**src/rtl/task_dispatcher_pkg.sv**
```systemverilog
// Shared definitions for the master-to-worker task dispatcher: FSM encoding and default sizing,
// so the multicore top and the master agree on widths.
package task_dispatcher_pkg;

  localparam int unsigned NUM_CORES_DEF = 61;
  localparam int unsigned CORE_W_DEF    = 6;
  localparam int unsigned DATA_W_DEF    = 32;

  typedef enum logic [1:0] {
    ST_IDLE  = 2'd0,
    ST_ISSUE = 2'd1,
    ST_DONE  = 2'd2
  } state_e;

endpackage

```
**src/rtl/task_dispatcher_onehot_dec.sv**
```systemverilog
// Core index decoder: turns a core index plus enable into a one-hot core vector.
module core_onehot_dec #(
  parameter int unsigned NUM_CORES = 61,
  parameter int unsigned CORE_W    = 6
) (
  input  logic [CORE_W-1:0]    i_idx,
  input  logic                 i_en,
  output logic [NUM_CORES-1:0] o_onehot
);

  always_comb begin
    o_onehot = '0;
    for (int i = 0; i < int'(NUM_CORES); i++) begin
      if (i_en && (i_idx == CORE_W'(i))) o_onehot[i] = 1'b1;
    end
  end

endmodule

```
**src/rtl/task_dispatcher.sv**
```systemverilog
// Walks cores 0..NUM_CORES-1 for one master command and hands each enabled core
// (base + i*stride, arg) over a one-hot valid/ack handshake.
module task_dispatcher
  import task_dispatcher_pkg::*;
#(
  parameter int unsigned NUM_CORES = NUM_CORES_DEF,
  parameter int unsigned CORE_W    = CORE_W_DEF,
  parameter int unsigned DATA_W    = DATA_W_DEF
) (
  input  logic                 Clk,
  input  logic                 Reset,
  input  logic                 cmd_valid,
  output logic                 cmd_ready,
  input  logic [DATA_W-1:0]    cmd_base,
  input  logic [DATA_W-1:0]    cmd_stride,
  input  logic [DATA_W-1:0]    cmd_arg,
  input  logic [NUM_CORES-1:0] cmd_mask,
  output logic [NUM_CORES-1:0] task_valid,
  output logic [DATA_W-1:0]    task_val_1,
  output logic [DATA_W-1:0]    task_val_2,
  input  logic [NUM_CORES-1:0] task_ack,
  output logic [CORE_W-1:0]    cur_core,
  output logic                 busy,
  output logic                 done,
  output logic [CORE_W:0]      issued_count
);

  localparam int unsigned      CNT_W     = CORE_W + 1;
  localparam logic [CORE_W-1:0] LAST_CORE = CORE_W'(NUM_CORES - 1);

  state_e               r_state;
  state_e               w_state_nxt;
  logic [DATA_W-1:0]    r_acc;
  logic [DATA_W-1:0]    r_stride;
  logic [DATA_W-1:0]    r_arg;
  logic [DATA_W-1:0]    r_val_1;
  logic [DATA_W-1:0]    r_val_2;
  logic [NUM_CORES-1:0] r_mask;
  logic [NUM_CORES-1:0] r_task_valid;
  logic [CORE_W-1:0]    r_cur;
  logic [CNT_W-1:0]     r_issued;
  logic                 r_busy;
  logic                 r_done;

  logic [NUM_CORES-1:0] w_sel;
  logic [NUM_CORES-1:0] w_valid_nxt;
  logic                 w_accept;
  logic                 w_cur_en;
  logic                 w_offered;
  logic                 w_ack_hit;
  logic                 w_advance;
  logic                 w_last;
  logic                 w_load_vals;
  logic                 w_busy_nxt;
  logic                 w_done_nxt;

  core_onehot_dec #(
    .NUM_CORES (NUM_CORES),
    .CORE_W    (CORE_W)
  ) u_core_dec (
    .i_idx    (r_cur),
    .i_en     (1'b1),
    .o_onehot (w_sel)
  );

  assign cmd_ready = (r_state == ST_IDLE);
  assign w_accept  = cmd_valid && cmd_ready;
  assign w_cur_en  = |(w_sel & r_mask);
  assign w_offered = |r_task_valid;
  // Ack only counts for the visited core and only while its task is on the bus.
  assign w_ack_hit = w_offered && (|(w_sel & task_ack));
  assign w_advance = (r_state == ST_ISSUE) && (!w_cur_en || w_ack_hit);
  assign w_last    = (r_cur == LAST_CORE);

  // State register.
  always_ff @(posedge Clk or negedge Reset) begin
    if (!Reset) r_state <= ST_IDLE;
    else        r_state <= w_state_nxt;
  end

  // Next-state logic.
  always_comb begin
    w_state_nxt = r_state;
    case (r_state)
      ST_IDLE:  if (w_accept) w_state_nxt = ST_ISSUE;
      ST_ISSUE: if (w_advance && w_last) w_state_nxt = ST_DONE;
      ST_DONE:  w_state_nxt = ST_IDLE;
      default:  w_state_nxt = ST_IDLE;
    endcase
  end

  // Output logic: next values for the registered handshake and status outputs.
  always_comb begin
    w_valid_nxt = '0;
    w_load_vals = 1'b0;
    if (r_state == ST_ISSUE) begin
      w_valid_nxt = r_task_valid;
      if (w_ack_hit) begin
        w_valid_nxt = '0;
      end else if (w_cur_en && !w_offered) begin
        w_valid_nxt = w_sel;
        w_load_vals = 1'b1;
      end
    end
    w_busy_nxt = (w_state_nxt == ST_ISSUE);
    w_done_nxt = (w_state_nxt == ST_DONE);
  end

  // Datapath and registered outputs; acc advances on skips too so val_1 tracks base + i*stride.
  always_ff @(posedge Clk or negedge Reset) begin
    if (!Reset) begin
      r_acc        <= '0;
      r_stride     <= '0;
      r_arg        <= '0;
      r_val_1      <= '0;
      r_val_2      <= '0;
      r_mask       <= '0;
      r_task_valid <= '0;
      r_cur        <= '0;
      r_issued     <= '0;
      r_busy       <= 1'b0;
      r_done       <= 1'b0;
    end else begin
      r_task_valid <= w_valid_nxt;
      r_busy       <= w_busy_nxt;
      r_done       <= w_done_nxt;
      if (w_load_vals) begin
        r_val_1 <= r_acc;
        r_val_2 <= r_arg;
      end
      if (w_accept) begin
        r_acc    <= cmd_base;
        r_stride <= cmd_stride;
        r_arg    <= cmd_arg;
        r_mask   <= cmd_mask;
        r_cur    <= '0;
        r_issued <= '0;
      end else if (w_advance) begin
        r_acc <= r_acc + r_stride;
        if (!w_last)   r_cur    <= r_cur + CORE_W'(1);
        if (w_ack_hit) r_issued <= r_issued + CNT_W'(1);
      end
    end
  end

  assign task_valid   = r_task_valid;
  assign task_val_1   = r_val_1;
  assign task_val_2   = r_val_2;
  assign cur_core     = r_cur;
  assign busy         = r_busy;
  assign done         = r_done;
  assign issued_count = r_issued;

endmodule

```
**config.mk**
```make
export PLATFORM = sky130hd
export DESIGN_NAME = task_dispatcher
export DESIGN_NICKNAME = d
export VERILOG_FILES = /design/src/rtl/task_dispatcher_pkg.sv /design/src/rtl/task_dispatcher_onehot_dec.sv /design/src/rtl/task_dispatcher.sv
export SDC_FILE = /design/constraint.sdc
export NUM_CORES = 1
export LEC_CHECK = 0
export ABC_CLOCK_PERIOD_IN_PS = 3400
export CAP_MARGIN = 30
export CORE_MARGIN = 2
export CORE_UTILIZATION = 46
export CTS_BUF_LIST = sky130_fd_sc_hd__clkbuf_2
export DETAILED_ROUTE_END_ITERATION = 10
export PLACE_DENSITY = 0.78
export REMOVE_ABC_BUFFERS = 1
export SYNTH_ARGS = -nofsm -noshare
export SYNTH_HDL_FRONTEND = slang
export SYNTH_SLANG_ARGS = --single-unit
```
**constraint.sdc**
```tcl
create_clock -name Clk -period 3.4 [get_ports Clk]
set_clock_uncertainty 0.1 [all_clocks]
set_input_delay 1.02 -clock Clk [delete_from_list [all_inputs] [get_ports Clk]]
set_output_delay 1.02 -clock Clk [all_outputs]
set_load 0.02 [all_outputs]
```
# After elaboration in Yosys (flattened, before gate mapping)
# Cells that the tools add are included.
[totals] regBits=299 in_bits=221 output_inout_bits=141 elab_cells=177
[classes] add_sub_neg=3 n_eq_ne=65 mux=78 n_bitwise=2 n_reduce_logical=17
[ops] op="two-way mux 61 bit" n=3
[ops] op="OR reduction 61 bit" n=3
[ops] op="== test 6 bit (second input constant)" n=29
[ops] op="AND 61 bit" n=2
[ops] op="== test 6 x 5 -> 1 bit (second input constant)" n=16
[ops] op="two-way mux 1 bit" n=64
[ops] op="two-way mux 32 bit" n=2
[ops] op="== test 6 x 4 -> 1 bit (second input constant)" n=8
[ops] op="adder 32 bit" n=1
[ops] op="== test 6 x 3 -> 1 bit (second input constant)" n=4
[ops] op="two-way mux 7 bit" n=3
[ops] op="two-way mux 6 bit" n=3
[ops] op="== test 6 x 2 -> 1 bit (second input constant)" n=2
[ops] op="adder 7 x 1 -> 7 bit (second input constant)" n=1
[ops] op="adder 6 x 1 -> 6 bit (second input constant)" n=1
[ops] op="== test 6 x 1 -> 1 bit (second input constant)" n=1
[ops] op="logical NOT 6 bit" n=1
[ops] op="logical AND 1 bit" n=5
[ops] op="== test 2 x 1 -> 1 bit (second input constant)" n=2
[ops] op="two-way mux 2 bit" n=2
[ops] op="one-hot mux 2 bit (2 select lines)" n=1
[ops] op="AND reduction 2 bit" n=2
[ops] op="nonzero test 2 bit" n=2
[ops] op="inequality test 3 x 2 -> 1 bit (second input constant)" n=1
[ops] op="5 further kinds" n=6

# Depth between registers and ports, before layout
[depth] depth_word=11 depth_mapped=16 ltp_nobuf=12

# Modules after synthesis
# A second synthesis with hierarchy kept.
[unflattened] cells_unflattened=1444 hier_area_um2=14156.1
[modules_own_cells] mod="task_dispatcher" n_inst=1 cells_per_inst=1354 area_per_inst_um2=13696.9
[modules_own_cells] mod="core_onehot_dec" n_inst=1 cells_per_inst=90 area_per_inst_um2=459.2

# Least setup slack after synthesis
# No wires, ideal clock.
[synth_timing] path_type="register to register" start="register r_cur[1] (netlist: cur_core[1])" end="register r_acc[21]" setup_time_ns=0.137 arrival_time_ns=3.223 slack_ns=-0.060 stages_incl_launch_ff=16 path_buffers=5 period_less_slack_ns=3.460 path_cell_list="dfrtp_1 > inv_1 > ha_1 > clkbuf_1 > clkbuf_1 > a32oi_1 > mux2i_1 > o41ai_2 > o2111ai_1 > o41a_1 > buf_2 > or2_1 > buf_6 > buf_6 > a31oi_1 > a21oi_1"
[synth_via] elab_chain_len=8 elab_cells_between_ends=131
[synth_rtl] item="from (decl)" line="task_dispatcher.sv:40" source="logic [CORE_W-1:0] r_cur;"
[synth_rtl] item="from (signal assigned)" line="task_dispatcher.sv:140" source="if (!w_last) r_cur <= r_cur + CORE_W'(1);"
[synth_rtl] item="== test 6 x 1 -> 1 bit, or another cell as far along" line="task_dispatcher_onehot_dec.sv:14" source="if (i_en && (i_idx == CORE_W'(i))) o_onehot[i] = 1'b1;"
[synth_rtl] item="two-way mux 1 bit" line="task_dispatcher_onehot_dec.sv:14"
[synth_rtl] item="AND 61 bit, on equally long branches" line="task_dispatcher.sv:68, task_dispatcher.sv:71"
[synth_rtl] item="OR reduction 61 bit, on equally long branches" line="task_dispatcher.sv:68, task_dispatcher.sv:71"
[synth_rtl] item="logical NOT 1 bit / logical AND 1 bit (equally long branches)" line="task_dispatcher.sv:72, task_dispatcher.sv:71"
[synth_rtl] item="logical OR 1 bit (*)" line="task_dispatcher.sv:72" source="assign w_advance = (r_state == ST_ISSUE) && (!w_cur_en || w_ack_hit);"
[synth_rtl] item="logical AND 1 bit (*)" line="task_dispatcher.sv:72"
[synth_rtl] item="nonzero test 2 bit (no line) (*)"
[synth_rtl] item="to (signal assigned)" line="task_dispatcher.sv:132" source="r_acc <= cmd_base;"
[synth_rtl] item="to (signal assigned)" line="task_dispatcher.sv:139" source="r_acc <= r_acc + r_stride;"
[synth_rtl] item="to (decl)" line="task_dispatcher.sv:33" source="logic [DATA_W-1:0] r_acc;"
# Every way passes the cells marked *; elsewhere a longest branch is shown, timed or not.
# A chain may end at the register's enable or synchronous reset.

# Worst setup path in the final report
[layout_timing] start="register r_cur[0] (netlist: cur_core[0])" end="register r_acc[20]"
# The elaborated chain is that of the path after synthesis.

==> results.cfg <==
[outcome]
status = complete, no violations

[min_path]
hp-class = reg2reg
min-delay-start = r_arg[22]$_DFFE_PN0P_
hold_path_end = task_val_2[22]$_DFFE_PN0P_
hold_path_depth = 1

[placed_design]
gp_congestion = 0.950
port-buffer-count = 361
dpl.hpwl_um = 34900
place_area_um2 = 19200

[logic_synthesis]
synth_seq_cells = 299
ys.flop_type = dfrtp_1
synthesis.instances = 1489
synth.avg_cell_area_um2 = 9.74
ys_types = 73
syn_area_um2 = 14500
synthMuxAreaShare = 0.0704
synth_top_family_by_area = simple AND/OR/NAND/NOR gates
synthAdderAreaFrac = 0.0324
synth-simple-area-share = 0.185
synth_edf_count = 0
synth_compound_area_frac = 0.145
synthXorXnorAreaFrac = 0.0175
yosysWarnings = 0
synth_async_sr_flop_share = 1.00
yosysSeqAreaShare = 0.516

[die]
die_w_um = 182
row_count = 65
core-area_um2 = 31300
initial_core_util = 0.463
die-area_um2 = 33000
die_h_um = 182
io_pins = 362

[clock_network]
cts_tree = built
clk_pin_slew_ps = 120
insertion_delay_ps = 850
numCtsBuffers = 78
cts-root-buf = clkbuf_2
htree_levels = 3
cts_buffer_depth = 3
cts_sinks = 299

[global_route]
first_global_vias = 13820
antenna_found_initial = 8
track_usage = 0.287
gr-total-overflow = 0
grt_max_degree = 82
grt_pass1_wl_um = 74700

[sta]
setup_viol = 0
final-hold-violation-count = 0
slew_headroom = 0.597
period_minus_slack_ps = 3370
fmax_mhz = 297
worstMarginPinSlew_ps = 604
period_share = 0.991
final_max_slew_viol_count = 0
rsz0062_at_grt = yes

[worst_setup_path]
start_kind = flop
reg2reg_depth = 12
regToRegSetupSlack_ps = 30
critPathMaxFanout = 10
r2r-end = r_acc[20]$_DFFE_PN0P_
setup.worst_path.end_class = flop
cp.required_ps = 4000
path_class = reg2reg
cp.arrival_ps = 3970
r2r_start = cur_core[0]$_DFFE_PN0P_

[routing]
drt-initial-drc-count = 994
via_per_inst = 5.64
vias = 13438
ant_nets = 0
avgRoutedWirePerCell_um = 20.0
drt_wl_total_um = 47600
post-route-drc-count = 0
drt_pass1_iterations = 7

[layout]
area_delta_synth_final_pct = 38.2
layout_common_cells = nand2_1, clkdlybuf4s50_1, dfrtp_1, clkbuf_2, buf_4
layout-drive-gt1-share = 0.161
finalInstanceArea_um2 = 20000
num-fill-cells = 2597
layout_commonest_cell = nand2_1
layout.nets = 2190

[flow_run]
maxCapViolations = 0
-- worst max-delay path, cell delays in order, from the launching register on --
cell and delay [ps]:
dfrtp_2 470, buf_6 140, ha_4 160, buf_12 140, a222oi_1 300, mux2_4 200
nor2_1 40, o311a_1 320, o41a_1 490, or2_4 340, buf_12 170, and4_4 160
nor3_2 160
-- synth_stat cells (8+ instances only) --
cell       count  area, um2
nand2_1      423       1590
dfrtp_1      299       7480
clkbuf_1      65        244
mux2_2        64        721
nor2_1        62        233
a21oi_1       59        295
o2bb2ai_1     49        429
o21ai_0       41        205
nand3_1       37        185
ha_1          36        450
mux2i_1       30        300
buf_2         20        100
nor4_1        18        113
xor2_1        17        149
inv_1         16       60.1
nor3_1        14       70.1
nand4_1       13       81.3
a211oi_1      12       90.1
a21o_1        12       90.1
a32o_1        12        120
nand3b_1      12       90.1
xnor2_1       12        105
a22oi_1       11       82.6
a31oi_1       10       62.6
o211ai_1       9       67.6
o21a_1         9       67.6
a22o_1         8       70.1
-- routing by layer --
metal  wire length (um)  GRT usage  vias up
met4               1830      0.136        4
met3               3840     0.0760      108
met2              22600      0.469      558
li1                   -          -     6191
met1              19300      0.357     6577
met5                 30          0        -
-- layout make-up --
cell class / instances / area (um2) / area share
Sequential cell: 299 / 7490 / 0.374
Multi-Input combinational cell: 1078 / 6680 / 0.333
Timing Repair Buffer: 459 / 4690 / 0.234
Clock buffer: 111 / 556 / 0.0277
Tap cell: 402 / 503 / 0.0251
Inverter: 16 / 60.1 / 0.00300
Clock inverter: 12 / 58.8 / 0.00293
Antenna cell: 6 / 15.0 / 0.000749
-- repair_timing --
action                                 4_1_cts  5_1_grt
cloned                                       0        2
setup endpoints to repair                  144      105
endpoints found under the hold margin       50        0
pin swaps                                    4        5
hold buffers                                 1        0
buffers inserted                             0        4
resized for setup                           22       26
-- how the worst max path moves through the flow --
stage	start	to	depth (start not counted)
floorplan	cur_core[3]$_DFFE_PN0P_	task_valid[48]$_DFFE_PN0P_	8
global placement	task_ack[10]	r_acc[20]$_DFFE_PN0P_	11
detailed placement	task_ack[10]	r_acc[18]$_DFFE_PN0P_	11
CTS	cur_core[0]$_DFFE_PN0P_	r_acc[20]$_DFFE_PN0P_	12
global route	cur_core[0]$_DFFE_PN0P_	task_val_2[1]$_DFFE_PN0P_	12
finish	cur_core[0]$_DFFE_PN0P_	r_acc[20]$_DFFE_PN0P_	12
-- registers in the layout (all words and copies together) (netlist names), 2 cells and up --
name,cells
cur_core,6
issued_count,7
r_acc,32
r_arg,32
r_mask,61
r_state,2
r_stride,32
task_val_1,32
task_val_2,32
task_valid,61
-- stage by stage --
stage | worst slack (ps) | util | hold slack [ps] | cells | setup TNS [ps]
after global placement | -420 | 0.612 | 353 | 2247 | -26720
after CTS | 7.59 | 0.634 | 340 | 2371 | 0
after global routing | -41.7 | 0.640 | 387 | 2380 | -418
after floorplan | -2020 | - | 338 | 1393 | -349680
final | 30.1 | 0.640 | 365 | 2383 | 0
after detailed placement | -480 | 0.612 | 358 | 2247 | -31380
-- cell families after synthesis --
logic type | after synthesis
flip-flops | 299
XOR/XNOR | 29
AO/OA/AOI/OAI | 293
AND/OR/NAND/NOR | 625
adder cells (fa/ha/maj) | 37
multiplexers | 94
buffers and inverters | 112
Power is left out: the tool's default activity adds up to more than one toggle a clock period on the data nets, which glitch-free logic cannot reach.
